==> src/rtl/alu_op_sequencer.sv <==
// Multicycle MIPS control FSM: one state per cycle, Moore outputs plus IRWrite/PCEn on MemReady/Zero.
// Memory states wait on MemReady; a wait that hits TIMEOUT_CYCLES aborts the access and returns to FETCH.
module alu_op_sequencer #(
    parameter int unsigned TIMEOUT_CYCLES = 255
) (
    input  logic       Clk,
    input  logic       Rst_n,
    input  logic [5:0] Opcode,
    input  logic [5:0] Funct,
    input  logic       Zero,
    input  logic       MemReady,
    output logic [1:0] ALUControl,
    output logic       ALUSrcA,
    output logic [1:0] ALUSrcB,
    output logic       MemRead,
    output logic       MemWrite,
    output logic       IorD,
    output logic       IRWrite,
    output logic       RegWrite,
    output logic       RegDst,
    output logic       MemtoReg,
    output logic [1:0] PCSource,
    output logic       PCEn,
    output logic       IllegalOp,
    output logic       MemTimeout,
    output logic [3:0] State
);
    typedef enum logic [3:0] {
        FETCH   = 4'd0,
        DECODE  = 4'd1,
        MEMADDR = 4'd2,
        MEMRD   = 4'd3,
        MEMWB   = 4'd4,
        MEMWR   = 4'd5,
        REXEC   = 4'd6,
        RWB     = 4'd7,
        BRANCH  = 4'd8,
        JUMP    = 4'd9,
        IEXEC   = 4'd10,
        IWB     = 4'd11
    } state_t;

    typedef struct packed {
        logic [1:0] alu_ctl;
        logic       alu_src_a;
        logic [1:0] alu_src_b;
        logic       mem_rd;
        logic       mem_wr;
        logic       i_or_d;
        logic       ir_wr;
        logic       reg_wr;
        logic       reg_dst;
        logic       mem_to_reg;
        logic [1:0] pc_src;
        logic       pc_en;
        logic       illegal;
        logic       timeout;
    } ctl_t;

    localparam logic [5:0] OP_RTYPE = 6'b000000;
    localparam logic [5:0] OP_LW    = 6'b100011;
    localparam logic [5:0] OP_SW    = 6'b101011;
    localparam logic [5:0] OP_BEQ   = 6'b000100;
    localparam logic [5:0] OP_J     = 6'b000010;
    localparam logic [5:0] OP_ADDI  = 6'b001000;
    localparam logic [5:0] FN_ADD   = 6'b100000;
    localparam logic [5:0] FN_SUB   = 6'b100010;
    localparam logic [5:0] FN_AND   = 6'b100100;
    localparam logic [5:0] FN_OR    = 6'b100101;
    localparam logic [7:0] WAIT_LIMIT = 8'(TIMEOUT_CYCLES);

    state_t     state, state_nxt;
    logic [7:0] wait_cnt, wait_cnt_nxt;
    logic [5:0] op_reg, funct_reg;
    logic       mem_wait;
    ctl_t       ctl, ctl_out;

    always_ff @(posedge Clk or negedge Rst_n) begin
        if (!Rst_n) begin
            state     <= FETCH;
            wait_cnt  <= '0;
            op_reg    <= '0;
            funct_reg <= '0;
        end else begin
            state    <= state_nxt;
            wait_cnt <= wait_cnt_nxt;
            if (state == DECODE) begin
                op_reg    <= Opcode;
                funct_reg <= Funct;
            end
        end
    end

    always_comb begin
        ctl          = '0;
        state_nxt    = state;
        mem_wait     = 1'b0;
        wait_cnt_nxt = wait_cnt;
        unique case (state)
            FETCH: begin
                ctl.mem_rd    = 1'b1;
                ctl.alu_src_b = 2'b01;
                ctl.alu_ctl   = 2'b10;
                ctl.ir_wr     = MemReady;
                ctl.pc_en     = MemReady;
                mem_wait      = 1'b1;
                if (MemReady) state_nxt = DECODE;
            end
            DECODE: begin
                // Speculative branch target into ALUOut while the opcode is decoded.
                ctl.alu_src_b = 2'b11;
                ctl.alu_ctl   = 2'b10;
                case (Opcode)
                    OP_RTYPE:     state_nxt = REXEC;
                    OP_LW, OP_SW: state_nxt = MEMADDR;
                    OP_BEQ:       state_nxt = BRANCH;
                    OP_J:         state_nxt = JUMP;
                    OP_ADDI:      state_nxt = IEXEC;
                    default: begin
                        ctl.illegal = 1'b1;
                        state_nxt   = FETCH;
                    end
                endcase
            end
            MEMADDR: begin
                ctl.alu_src_a = 1'b1;
                ctl.alu_src_b = 2'b10;
                ctl.alu_ctl   = 2'b10;
                state_nxt     = (op_reg == OP_LW) ? MEMRD : MEMWR;
            end
            MEMRD: begin
                ctl.mem_rd = 1'b1;
                ctl.i_or_d = 1'b1;
                mem_wait   = 1'b1;
                if (MemReady) state_nxt = MEMWB;
            end
            MEMWB: begin
                ctl.reg_wr     = 1'b1;
                ctl.mem_to_reg = 1'b1;
                state_nxt      = FETCH;
            end
            MEMWR: begin
                ctl.mem_wr = 1'b1;
                ctl.i_or_d = 1'b1;
                mem_wait   = 1'b1;
                if (MemReady) state_nxt = FETCH;
            end
            REXEC: begin
                ctl.alu_src_a = 1'b1;
                state_nxt     = RWB;
                case (funct_reg)
                    FN_ADD: ctl.alu_ctl = 2'b10;
                    FN_SUB: ctl.alu_ctl = 2'b11;
                    FN_AND: ctl.alu_ctl = 2'b00;
                    FN_OR:  ctl.alu_ctl = 2'b01;
                    default: begin
                        ctl.illegal = 1'b1;
                        state_nxt   = FETCH;
                    end
                endcase
            end
            RWB: begin
                ctl.reg_wr  = 1'b1;
                ctl.reg_dst = 1'b1;
                state_nxt   = FETCH;
            end
            BRANCH: begin
                ctl.alu_src_a = 1'b1;
                ctl.alu_ctl   = 2'b11;
                ctl.pc_src    = 2'b01;
                ctl.pc_en     = Zero;
                state_nxt     = FETCH;
            end
            JUMP: begin
                ctl.pc_src = 2'b10;
                ctl.pc_en  = 1'b1;
                state_nxt  = FETCH;
            end
            IEXEC: begin
                ctl.alu_src_a = 1'b1;
                ctl.alu_src_b = 2'b10;
                ctl.alu_ctl   = 2'b10;
                state_nxt     = IWB;
            end
            IWB: begin
                ctl.reg_wr = 1'b1;
                state_nxt  = FETCH;
            end
            default: state_nxt = FETCH;
        endcase

        if (mem_wait && !MemReady) begin
            if (wait_cnt == WAIT_LIMIT) begin
                ctl.timeout = 1'b1;
                state_nxt   = FETCH;
            end else begin
                wait_cnt_nxt = wait_cnt + 8'd1;
            end
        end
        // A timed-out fetch re-enters FETCH from itself, so it also restarts the count.
        if (ctl.timeout || ((state_nxt != state) &&
            (state_nxt == FETCH || state_nxt == MEMRD || state_nxt == MEMWR)))
            wait_cnt_nxt = '0;
    end

    assign ctl_out    = Rst_n ? ctl : '0;
    assign ALUControl = ctl_out.alu_ctl;
    assign ALUSrcA    = ctl_out.alu_src_a;
    assign ALUSrcB    = ctl_out.alu_src_b;
    assign MemRead    = ctl_out.mem_rd;
    assign MemWrite   = ctl_out.mem_wr;
    assign IorD       = ctl_out.i_or_d;
    assign IRWrite    = ctl_out.ir_wr;
    assign RegWrite   = ctl_out.reg_wr;
    assign RegDst     = ctl_out.reg_dst;
    assign MemtoReg   = ctl_out.mem_to_reg;
    assign PCSource   = ctl_out.pc_src;
    assign PCEn       = ctl_out.pc_en;
    assign IllegalOp  = ctl_out.illegal;
    assign MemTimeout = ctl_out.timeout;
    assign State      = Rst_n ? state : 4'd0;
endmodule

==> config.mk <==
export PLATFORM = sky130hd
export DESIGN_NAME = alu_op_sequencer
export DESIGN_NICKNAME = d
export VERILOG_FILES = /design/src/rtl/alu_op_sequencer.sv
export SDC_FILE = /design/constraint.sdc
export NUM_CORES = 1
export LEC_CHECK = 0
export BUFFER_PORTS_ARGS = -buffer_cell sky130_fd_sc_hd__buf_2
export CAP_MARGIN = 10
export CORE_MARGIN = 2
export CORE_UTILIZATION = 60
export CTS_BUF_LIST = sky130_fd_sc_hd__clkbuf_8
export CTS_CLUSTER_DIAMETER = 150
export DETAILED_ROUTE_END_ITERATION = 10
export GPL_ROUTABILITY_DRIVEN = 0
export PLACE_DENSITY = 0.87
export SLEW_MARGIN = 15
export SYNTH_ARGS = -nofsm -noshare
export SYNTH_HDL_FRONTEND = slang
export SYNTH_SLANG_ARGS = --single-unit
==> constraint.sdc <==
create_clock -name Clk -period 6.3 [get_ports Clk]
set_input_delay 1.89 -clock Clk [delete_from_list [all_inputs] [get_ports Clk]]
set_output_delay 1.89 -clock Clk [all_outputs]
set_load 0.02 [all_outputs]
Yosys cells after proc, flatten, opt, wreduce, memory -nomap -nowiden
Index checks and enable logic that the tools add are counted.
{ "word_totals": {"regBits": 24, "out_inout_bits": 21, "wordCells": 85} }
{ "op_classes": {"n_addsub": 1, "n_eq_ne": 26, "mux": 33, "reduce_logical": 21} }
{ "op_table": {"columns": ["cell", "count"], "rows": [
  ["$eq A6 B6 Y1 const B", 7],
  ["$pmux W4 S7", 1],
  ["$mux W4", 6],
  ["$mux W8", 3],
  ["$eq A4 B3 Y1 const B", 5],
  ["$pmux W4 S5", 1],
  ["$pmux W2 S3", 3],
  ["$mux W17", 1],
  ["$eq A4 B4 Y1 const B", 4],
  ["$mux W1", 13],
  ["$eq A4 B2 Y1 const B", 3],
  ["$reduce_or A4 Y1", 3],
  ["$add A8 B1 Y8 const B", 1],
  ["$eq A8 B8 Y1 const B", 1],
  ["$logic_not A4 Y1", 2],
  ["$reduce_or A2 Y1", 4],
  ["$eq A6 B2 Y1 const B", 1],
  ["$eq A6 B3 Y1 const B", 1],
  ["$eq A6 B4 Y1 const B", 1],
  ["$logic_not A6 Y1", 1],
  ["$mux W3", 2],
  ["$reduce_or A3 Y1", 2],
  ["$reduce_or A6 Y1", 1],
  ["$eq A4 B1 Y1 const B", 1],
  ["other kinds (10)", 13]
]} }

Depth between registers and ports, before layout
Gate-level depths: netlist (run 1).
{ "logic_depth": {"word_depth": 13, "ltp_mapped": 9} }

Least setup slack after synthesis (run 1)
Ideal clock, no wire load.
{ "synth_path": {"path_kind": "input-to-output", "from": "in Rst_n", "to": "out ALUControl[0]", "t_arrival_ps": 3127, "path_slack_ps": 1283, "path_stages": 3, "n_path_buf": 0, "path_cell_list": "inv_1 nor4_1 o21bai_1"} }
{ "synth_via": {"elab_chain_len": 1} }
{ "synth_rtl": {"columns": ["element", "line_no", "source"], "rows": [
  ["start, declared", "7", "input logic Rst_n,"],
  ["$mux W17", "206", "assign ctl_out = Rst_n ? ctl : '0;"],
  ["end, declared", "12", "output logic [1:0] ALUControl,"]
]} }
No other way between the ends.

Final worst setup path (run 1)
{ "layout_path": {"from": "in Opcode[0]", "to": "out IllegalOp"} }
{ "layout_via": {"elab_chain_len": 5, "elab_cells_between_ends": 10, "cone_classes": "5 x eq/ne; 3 x mux; 2 x reduce/logical"} }
{ "layout_rtl": {"columns": ["element", "line_no", "source"], "rows": [
  ["start, declared", "8", "input logic [5:0] Opcode,"],
  ["$eq A6 B4 Y1 (tied with other cells)", "113", "case (Opcode)"],
  ["$reduce_or A6 Y1 (no line) (*)", null, null],
  ["$mux W1 (*)", "113", null],
  ["$pmux W1 S2 (*)", "99", "unique case (state)"],
  ["$mux W17 (*)", "206", null],
  ["end, declared", "24", "output logic IllegalOp,"]
]} }
Mark *: on every way between the ends. The rest lies on a longest branch, timed or not.

==> impl_results.md, run 1 <==
* Outcome: finished, final reports clean
* Final setup viols at 0
* Count leader, synth: dfrtp_1
* Drt drc at 0
* Total track usage at 0.2827
* Drt first pass iters at 4
* Synth cell types at 51
* Top cells by area, synth: dfrtp_1 36%, mux2_2 8.7%, nor2_1 5.2%
* Crit path time final at 5.055 ns
* Power per Cell Area at 276.6 nW/um^2
* CTS tree: yes
* Post-CTS Setup Inserts at 0
* Syn Area/Cell at 8.952 um^2
* Die width at 56.82 um
* Peak supply drop at 0.2709 mV
* Synth area leader: dfrtp_1
* CTS root buffer: clkbuf_8
* Post-synthesis mux area share at 0.09342
* Worst Path Required at 4.41 ns
* EDFF count, synth at 0
* Fin area at 1932 um^2
* Htree depth at 1
* Synth Area in Compound Gates at 0.1794
* Area Growth Syn to Fin at 15.40%
* Hold Crit Class: reg2reg
* Largest net degree at the start of global routing at 32
* Setup TNS at 0 ns
* First-pass GRT wire length at 7.210 mm
* Clk_lat worst skew at 0.28 ns
* Synth warnings at 0
* Largest family of logic cells by synthesized area: simple AND/OR/NAND/NOR gates
* WS Path Type: in2out
* DRT Wirelength at 4.264 mm
* Vias at 1,614
* CTS Buf Count at 3
* Placed Area at 1861 um^2
* Post-CTS Hold Buffers at 0
* Setup slack, reg-to-reg at 2.69 ns
* Placed cells at 247
* Via/cell ratio at 6.430
* Final worst setup slack at 1.245 ns
* Avg WL per Cell at 16.99 um
* Post-synth top area share at 0.3587
* DRT antenna net count at 0
* Lkg Pwr at 0.8954 nW
* Fin cells at 251
* Place WS at 1.406 ns
* Total power draw at 0.5344 mW
* Total inserted antenna cells at 0
* HPWL after DPL at 2.963 mm
* CTS-repair resized insts at 0
* Fin util at 0.7128
* Core ar. at 2710 um^2
* Initial Utilization at 0.6177
* RSZ-0062 raised after global routing: false
* Synth Flop Type: dfrtp_1
* Post-synth top cells: 24 x dfrtp_1, 23 x nor2_1, 14 x nor3_1
* Relative slew slack at 0.3671
* Final nets at 238
* Worst hold slack at 0.5086 ns
* Tightest Pin Transition at 0.9453 ns
* Crit-path max FO at 6
* Netlist Area Pre-Place at 1674 um^2
* Initial antenna violation count at 0
* Synthesized flop and latch total at 24
* Max reg flops at 8
* Post-Syn Instances at 187
* Post-Synth Simple-Gate Area at 0.2945
* Worst setup SP type: input port
* Die ar. at 3229 um^2
* Vias in the first global route at 1,593
* Site row count at 19
* Synthesized-area fraction occupied by adder cells at 0.007474
* Max-slew violation count at 0
* Tcrit/Tclk final at 0.8024
* Clock buffer depth at 2
* CTS sink count at 24
* WP data arrival at 3.17 ns
* Final Hold Vio Count at 0
* # port buffers at 36
* Die Span Y at 56.82 um
* Async S/R FF share, synth at 1.000
* F_max at 0.1978 GHz
* Max-Cap Viols at 0
* Seq/Total Area, Yosys at 0.3587
* GRT overflow at 0
* Worst Clk Skew at 0.01255 ns
* Post-synth net total at 204
* Xor/xnor cell area share of the yosys netlist at 0.03139
* Fraction of layout cells with a size suffix above 1 at 0.2818
* Filler cells at 209
* Worst-path clk slew at 0.08 ns
* Ports at 37
* Crit path capture type: output port
* Initial DRC count at 148
==> per-layer routing <==
metal	share of wire	global-route usage	wire length [um]
met1	0.40	0.3462	1707
met2	0.51	0.4834	2194
met3	0.068	0.05069	290
met4	0.017	0.1262	71
met5	0	0	0
==> power breakdown <==
part	internal (mW)	leakage, nW	total [mW]	switching [mW]
clock	0.0851	0.0357	0.139	0.0536
combinational	0.0771	0.556	0.166	0.0888
sequential	0.193	0.304	0.230	0.0373
total	0.355	0.895	0.534	0.180
==> logic make-up after synthesis <==
logic type	after synthesis
xor gates and xnor gates	6
AOI/OAI and AO/OA	39
and+or+nand+nor	90
buffers and inverters	13
muxes	14
adders and majority gates	1
DFF	24
==> final timing paths <==
path	startpoint	to	depth (start not counted)
max	Opcode[0]	IllegalOp	6
min	funct_reg[5]	funct_reg[5]	1
max reg2reg	state[0]	wait_cnt[2]	8
min reg2reg	funct_reg[5]	funct_reg[5]	1
max in group asynchronous	Rst_n	op_reg[4]	2
min in group asynchronous	Rst_n	wait_cnt[6]	2
==> cell type report <==
| cell class | count | area (um^2) | share of cell area |
|---|---|---|---|
| clock inverter | 1 | 30.03 | 0.01554 |
| inverter | 5 | 18.77 | 0.009715 |
| timing repair buffer | 37 | 187.7 | 0.09715 |
| tap | 31 | 38.79 | 0.02008 |
| sequential | 24 | 600.6 | 0.3109 |
| clock buffer | 3 | 41.29 | 0.02137 |
| multi-input combinational | 150 | 1015 | 0.5253 |
==> critical path, stage by stage <==
cell	delay [ns]
buf_2	0.13
nor4_1	0.49
o21ai_0	0.18
a31oi_1	0.25
nor2_1	0.06
buf_2	0.16
==> placed cells by master, fill, tap and decap left out, drive strengths merged, types with 4 or more instances in the layout <==
| cell | instances |
|---|---|
| inv | 4 |
| dfrtp | 24 |
| o21ai | 5 |
| nor3 | 14 |
| buf | 37 |
| a21oi | 9 |
| nor2 | 23 |
| nand2b | 6 |
| and2 | 4 |
| nor2b | 5 |
| mux2 | 13 |
| and3 | 5 |
| xnor2 | 4 |
| nand2 | 13 |
Power figures use the tool's default switching activity.
==> run 2, diff against run 1 <==
--- a/config.mk
+++ b/config.mk
@@ -8,12 +8,12 @@
 export BUFFER_PORTS_ARGS = -buffer_cell sky130_fd_sc_hd__buf_2
 export CAP_MARGIN = 10
 export CORE_MARGIN = 2
-export CORE_UTILIZATION = 60
+export CORE_UTILIZATION = 56
 export CTS_BUF_LIST = sky130_fd_sc_hd__clkbuf_8
 export CTS_CLUSTER_DIAMETER = 150
 export DETAILED_ROUTE_END_ITERATION = 10
 export GPL_ROUTABILITY_DRIVEN = 0
-export PLACE_DENSITY = 0.87
+export PLACE_DENSITY = 0.82
 export SLEW_MARGIN = 15
 export SYNTH_ARGS = -nofsm -noshare
 export SYNTH_HDL_FRONTEND = slang
==> constraint.sdc (replaced) <==
create_clock -name Clk -period 5.3 [get_ports Clk]
set_input_delay 1.59 -clock Clk [delete_from_list [all_inputs] [get_ports Clk]]
set_output_delay 1.59 -clock Clk [all_outputs]
set_load 0.02 [all_outputs]
==> impl_results.md, run 2 (synthesis gave the netlist of run 1 again) <==
* RSZ-0062 raised after global routing: false
* R2r startpoint: state[0]
* Max-slew violation count at 0
* Clk_lat worst skew at 0.26 ns
* Post-CTS Hold Buffers at 0
* Htree depth at 1
* Min-Delay Startpoint: op_reg[1]
* Crit path capture type: output port
* Initial antenna violation count at 0
* Via/cell ratio at 6.259
* CTS sink count at 24
* Final setup viols at 0
* Avg WL per Cell at 16.19 um
* Buffers & Inverters on Critical Path at 3
* Worst hold slack at 0.5056 ns
* Outcome: finished with violations
* Final nets at 238
* F_max at 0.2289 GHz
* Max-Cap Viols at 0
* Final Hold Vio Count at 0
* Drt drc at 4
* Initial Utilization at 0.5968
* Worst Clk Skew at 0.003710 ns
* Setup TNS at 0 ns
* First element of the critical path: Rst_n
* CTS root buffer: clkbuf_8
* Ports at 37
* Die ar. at 3443 um^2
* Filler cells at 225
* CTS Buf Count at 3
* Lkg Pwr at 0.8885 nW
* Post-CTS Setup Inserts at 0
* Vias in the first global route at 1,533
* Delay-heaviest family, CP: buffers and inverters
* Max reg flops at 8
* CTS tree: yes
* WP data arrival at 2.78 ns
* Register area at 600.6 um^2
* Max incr delay on CP at 0.43 ns
* First-pass GRT wire length at 6.906 mm
* WS Path Type: in2out
* Clock buffer depth at 2
* Site row count at 19
* Most frequent cells in the layout: 36 x buf_2, 24 x dfrtp_1, 23 x nor2_1, 14 x nor3_1
* Multi-input logic area at 1015 um^2
* Hold Crit Class: reg2reg
* Worst Path Required at 3.71 ns
* DRT antenna net count at 0
* Initial DRC count at 142
* Tightest Pin Transition at 0.9164 ns
* Commonest non-fill, non-tap cell in the layout: buf_2
* Drt first pass iters at 8
* Die Span Y at 58.68 um
* Core ar. at 2805 um^2
* CP max-delay cell: nor4_1
* Power per Cell Area at 307.3 nW/um^2
* Die width at 58.68 um
* Largest net degree at the start of global routing at 22
* Fraction of layout cells with a size suffix above 1 at 0.2818
* Top cell by count, worst path: buf_2
* Total track usage at 0.2586
* HPWL after DPL at 2.955 mm
* Worst-path clk slew at 0.08 ns
* # port buffers at 36
* Failing checks: design-rule violations
* Crit-path cells: buf_2, inv_1, nor4_1, a211o_1, buf_2
* Crit path time final at 4.369 ns
* Peak supply drop at 0.2107 mV
* Area Growth Syn to Fin at 14.42%
* Total inserted antenna cells at 0
* Crit-path max FO at 12
* Vias at 1,571
* GRT overflow at 0
* DRT Wirelength at 4.063 mm
* Relative slew slack at 0.3865
* Tcrit/Tclk final at 0.8244
* Worst setup SP type: input port
* CTS-repair resized insts at 0
-- run 2: cell types whose count changed in the layout (fill, tap and decap cells not counted), sizes merged --
cell	change
clkbuf	+1
bufinv	-1
-- run 2: final timing paths --
check	to	slack, ns	cells past startpoint
min in group asynchronous	wait_cnt[0]	1.18	1
worst min-delay path	op_reg[1]	0.51	1
worst max register to register	wait_cnt[2]	1.76	8
worst max-delay path	PCEn	0.93	5
max in group asynchronous	state[2]	3.59	2
worst min register to register	op_reg[1]	0.51	1
-- run 2: area by class of cell --
| type | count | share of cell area |
|---|---|---|
| inverters | 5 | 0.009798 |
| clock buffers | 4 | 0.02874 |
| flip-flops and latches | 24 | 0.3135 |
| well taps | 31 | 0.02025 |
| repair buffers | 37 | 0.09798 |
| multi-input cells | 150 | 0.5297 |
-- run 2: layer usage --
metal	GRT usage	up-vias	wire length, um
met4	0.1136	0	106
met5	0	-	0
li1	-	755	-
met3	0.04835	16	255
met1	0.3329	736	1756
met2	0.4254	64	1945
-- run 2: power by group --
group	switching, mW	total [mW]	internal (mW)
Combinational	0.103	0.195	0.0921
Sequential	0.0447	0.274	0.229
Clock	0.0539	0.120	0.0662
-- run 2: through the flow --
stage	std cells	worst slack [ns]	power (mW)	cell area (um^2)	util
after floorplan	187	0.8826	0.4145	1674	-
after global placement	247	0.9879	0.4550	1861	0.6632
after detailed placement	247	0.9329	0.4682	1861	0.6632
after CTS	251	0.9193	0.5906	1916	0.6829
after global routing	251	0.7689	0.6279	1916	0.6829
final	251	0.9307	0.5887	1916	0.6829
==> run 3, diff against run 2 <==
==> constraint.sdc (replaced) <==
create_clock -name Clk -period 4.3 [get_ports Clk]
set_input_delay 1.29 -clock Clk [delete_from_list [all_inputs] [get_ports Clk]]
set_output_delay 1.29 -clock Clk [all_outputs]
set_load 0.02 [all_outputs]
==> impl_results.md, run 3 (synthesis gave the netlist of run 1 again) <==
* Ports at 37
* Reg2reg end: wait_cnt[2]
* Delay-heaviest family, CP: buffers and inverters
* Hold Crit Class: reg2reg
* Lkg Pwr at 0.8863 nW
* Largest net degree at the start of global routing at 22
* Crit path capture type: output port
* F_max at 0.2612 GHz
* CTS Buf Count at 3
* Clock buffer depth at 2
* Crit path time final at 3.829 ns
* Avg WL per Cell at 16.05 um
* Total track usage at 0.2578
* Failing checks: design-rule violations
* WP data arrival at 2.54 ns
* DRT Wirelength at 4.029 mm
* Power per Cell Area at 369.0 nW/um^2
* Setup slack, reg-to-reg at 1.14 ns
* WS Path Type: in2out
* CTS tree: yes
* Area Growth Syn to Fin at 14.05%
* Crit-path max FO at 12
* Post-CTS Hold Buffers at 0
* First element of the critical path: Rst_n
* Htree depth at 1
* Final Hold Vio Count at 0
* Worst hold slack at 0.5130 ns
* Placed cells at 248
* Setup TNS at 0 ns
* Worst Reg2Reg Path Length in Cells at 8
* Worst Path Required at 3.01 ns
* Commonest non-fill, non-tap cell in the layout: buf_2
* Worst hold stages at 1
* Max-Cap Viols at 0
* Initial DRC count at 134
* Tcrit/Tclk final at 0.8904
* CP max-delay cell: nor4_1
* HPWL after DPL at 3.070 mm
* Most frequent cells in the layout: 36 x buf_2, 24 x dfrtp_1, 23 x nor2_1, 14 x nor3_1
* Worst Hold End: op_reg[0]
* Core ar. at 2805 um^2
* GRT overflow at 0
* # port buffers at 36
* Vias in the first global route at 1,466
* Fin util at 0.6806
* First-pass GRT wire length at 6.824 mm
* Fraction of layout cells with a size suffix above 1 at 0.2818
* CTS root buffer: clkbuf_8
* Top cell by count, worst path: buf_2
* Worst setup SP type: input port
* Relative slew slack at 0.5080
* Tightest Pin Transition at 0.7380 ns
* Die Span Y at 58.68 um
* Final nets at 239
* Drt drc at 4
* Outcome: finished with violations
* Worst Clk Skew at 0.003077 ns
* Filler cells at 225
* CTS-repair resized insts at 0
* R2r startpoint: state[1]
* Site row count at 19
* Initial antenna violation count at 0
* Final setup viols at 0
* Max reg flops at 8
* Initial Utilization at 0.5968
* RSZ-0062 raised after global routing: false
* Post-CTS Setup Inserts at 0
* Crit-path cells: buf_2, inv_1, nor4_1, o21bai_1, buf_2
* Worst-path clk slew at 0.07 ns
* Total inserted antenna cells at 0
* Vias at 1,590
* CTS sink count at 24
* Max-slew violation count at 0
* Max incr delay on CP at 0.48 ns
* Die width at 58.68 um
* Min-Delay Startpoint: op_reg[0]
* Buffers & Inverters on Critical Path at 3
* Via/cell ratio at 6.335
* Clk_lat worst skew at 0.26 ns
* Drt first pass iters at 7
* DRT antenna net count at 0
* Die ar. at 3443 um^2
* Peak supply drop at 0.3221 mV
* Fin cells at 251
-- run 3: changes by cell type in the layout (fill, tap and decap cells not counted) --
cell	previous run	this run
buf_4	1	2
clkbuf_8	4	3
-- run 3: power breakdown --
part,total [mW],leakage (nW),switching [mW],internal [mW]
clock network,0.127,0.0216,0.0643,0.0625
logic,0.242,0.561,0.126,0.116
registers,0.336,0.304,0.0534,0.282
-- run 3: per-stage QoR --
step	area (um^2)	worst slack [ns]	power, mW
after floorplan	1674	0.4826	0.5109
after CTS	1909	0.4734	0.7071
final	1909	0.4711	0.7045
after global routing	1909	0.3743	0.7545
after global placement	1868	0.5750	0.5636
after detailed placement	1868	0.4834	0.5813
-- run 3: layer usage --
metal / global-route usage / up-vias / wire, um
met5: 0 / - / 0
met4: 0.05844 / 0 / 27
met3: 0.03516 / 4 / 292
met2: 0.4366 / 72 / 1959
met1: 0.3531 / 763 / 1749
li1: - / 751 / -
-- run 3: area by class of cell --
| type | count | area [um^2] | share of cell area |
|---|---|---|---|
| Inverter | 5 | 18.77 | 0.009830 |
| Tap cell | 31 | 38.79 | 0.02031 |
| Sequential cell | 24 | 600.6 | 0.3145 |
| Clock buffer | 3 | 41.29 | 0.02163 |
| Timing Repair Buffer | 38 | 195.2 | 0.1022 |
| Multi-Input combinational cell | 150 | 1015 | 0.5315 |
-- run 3: worst max-delay path by stage --
stage,to,slack [ns],cells after the start
3_5_place_dp,ALUControl[0],0.48,5
5_1_grt,PCEn,0.37,5
3_3_place_gp,ALUControl[0],0.57,5
2_1_floorplan,ALUControl[0],0.48,3
4_1_cts,ALUControl[0],0.47,5
6_report,ALUControl[0],0.47,5
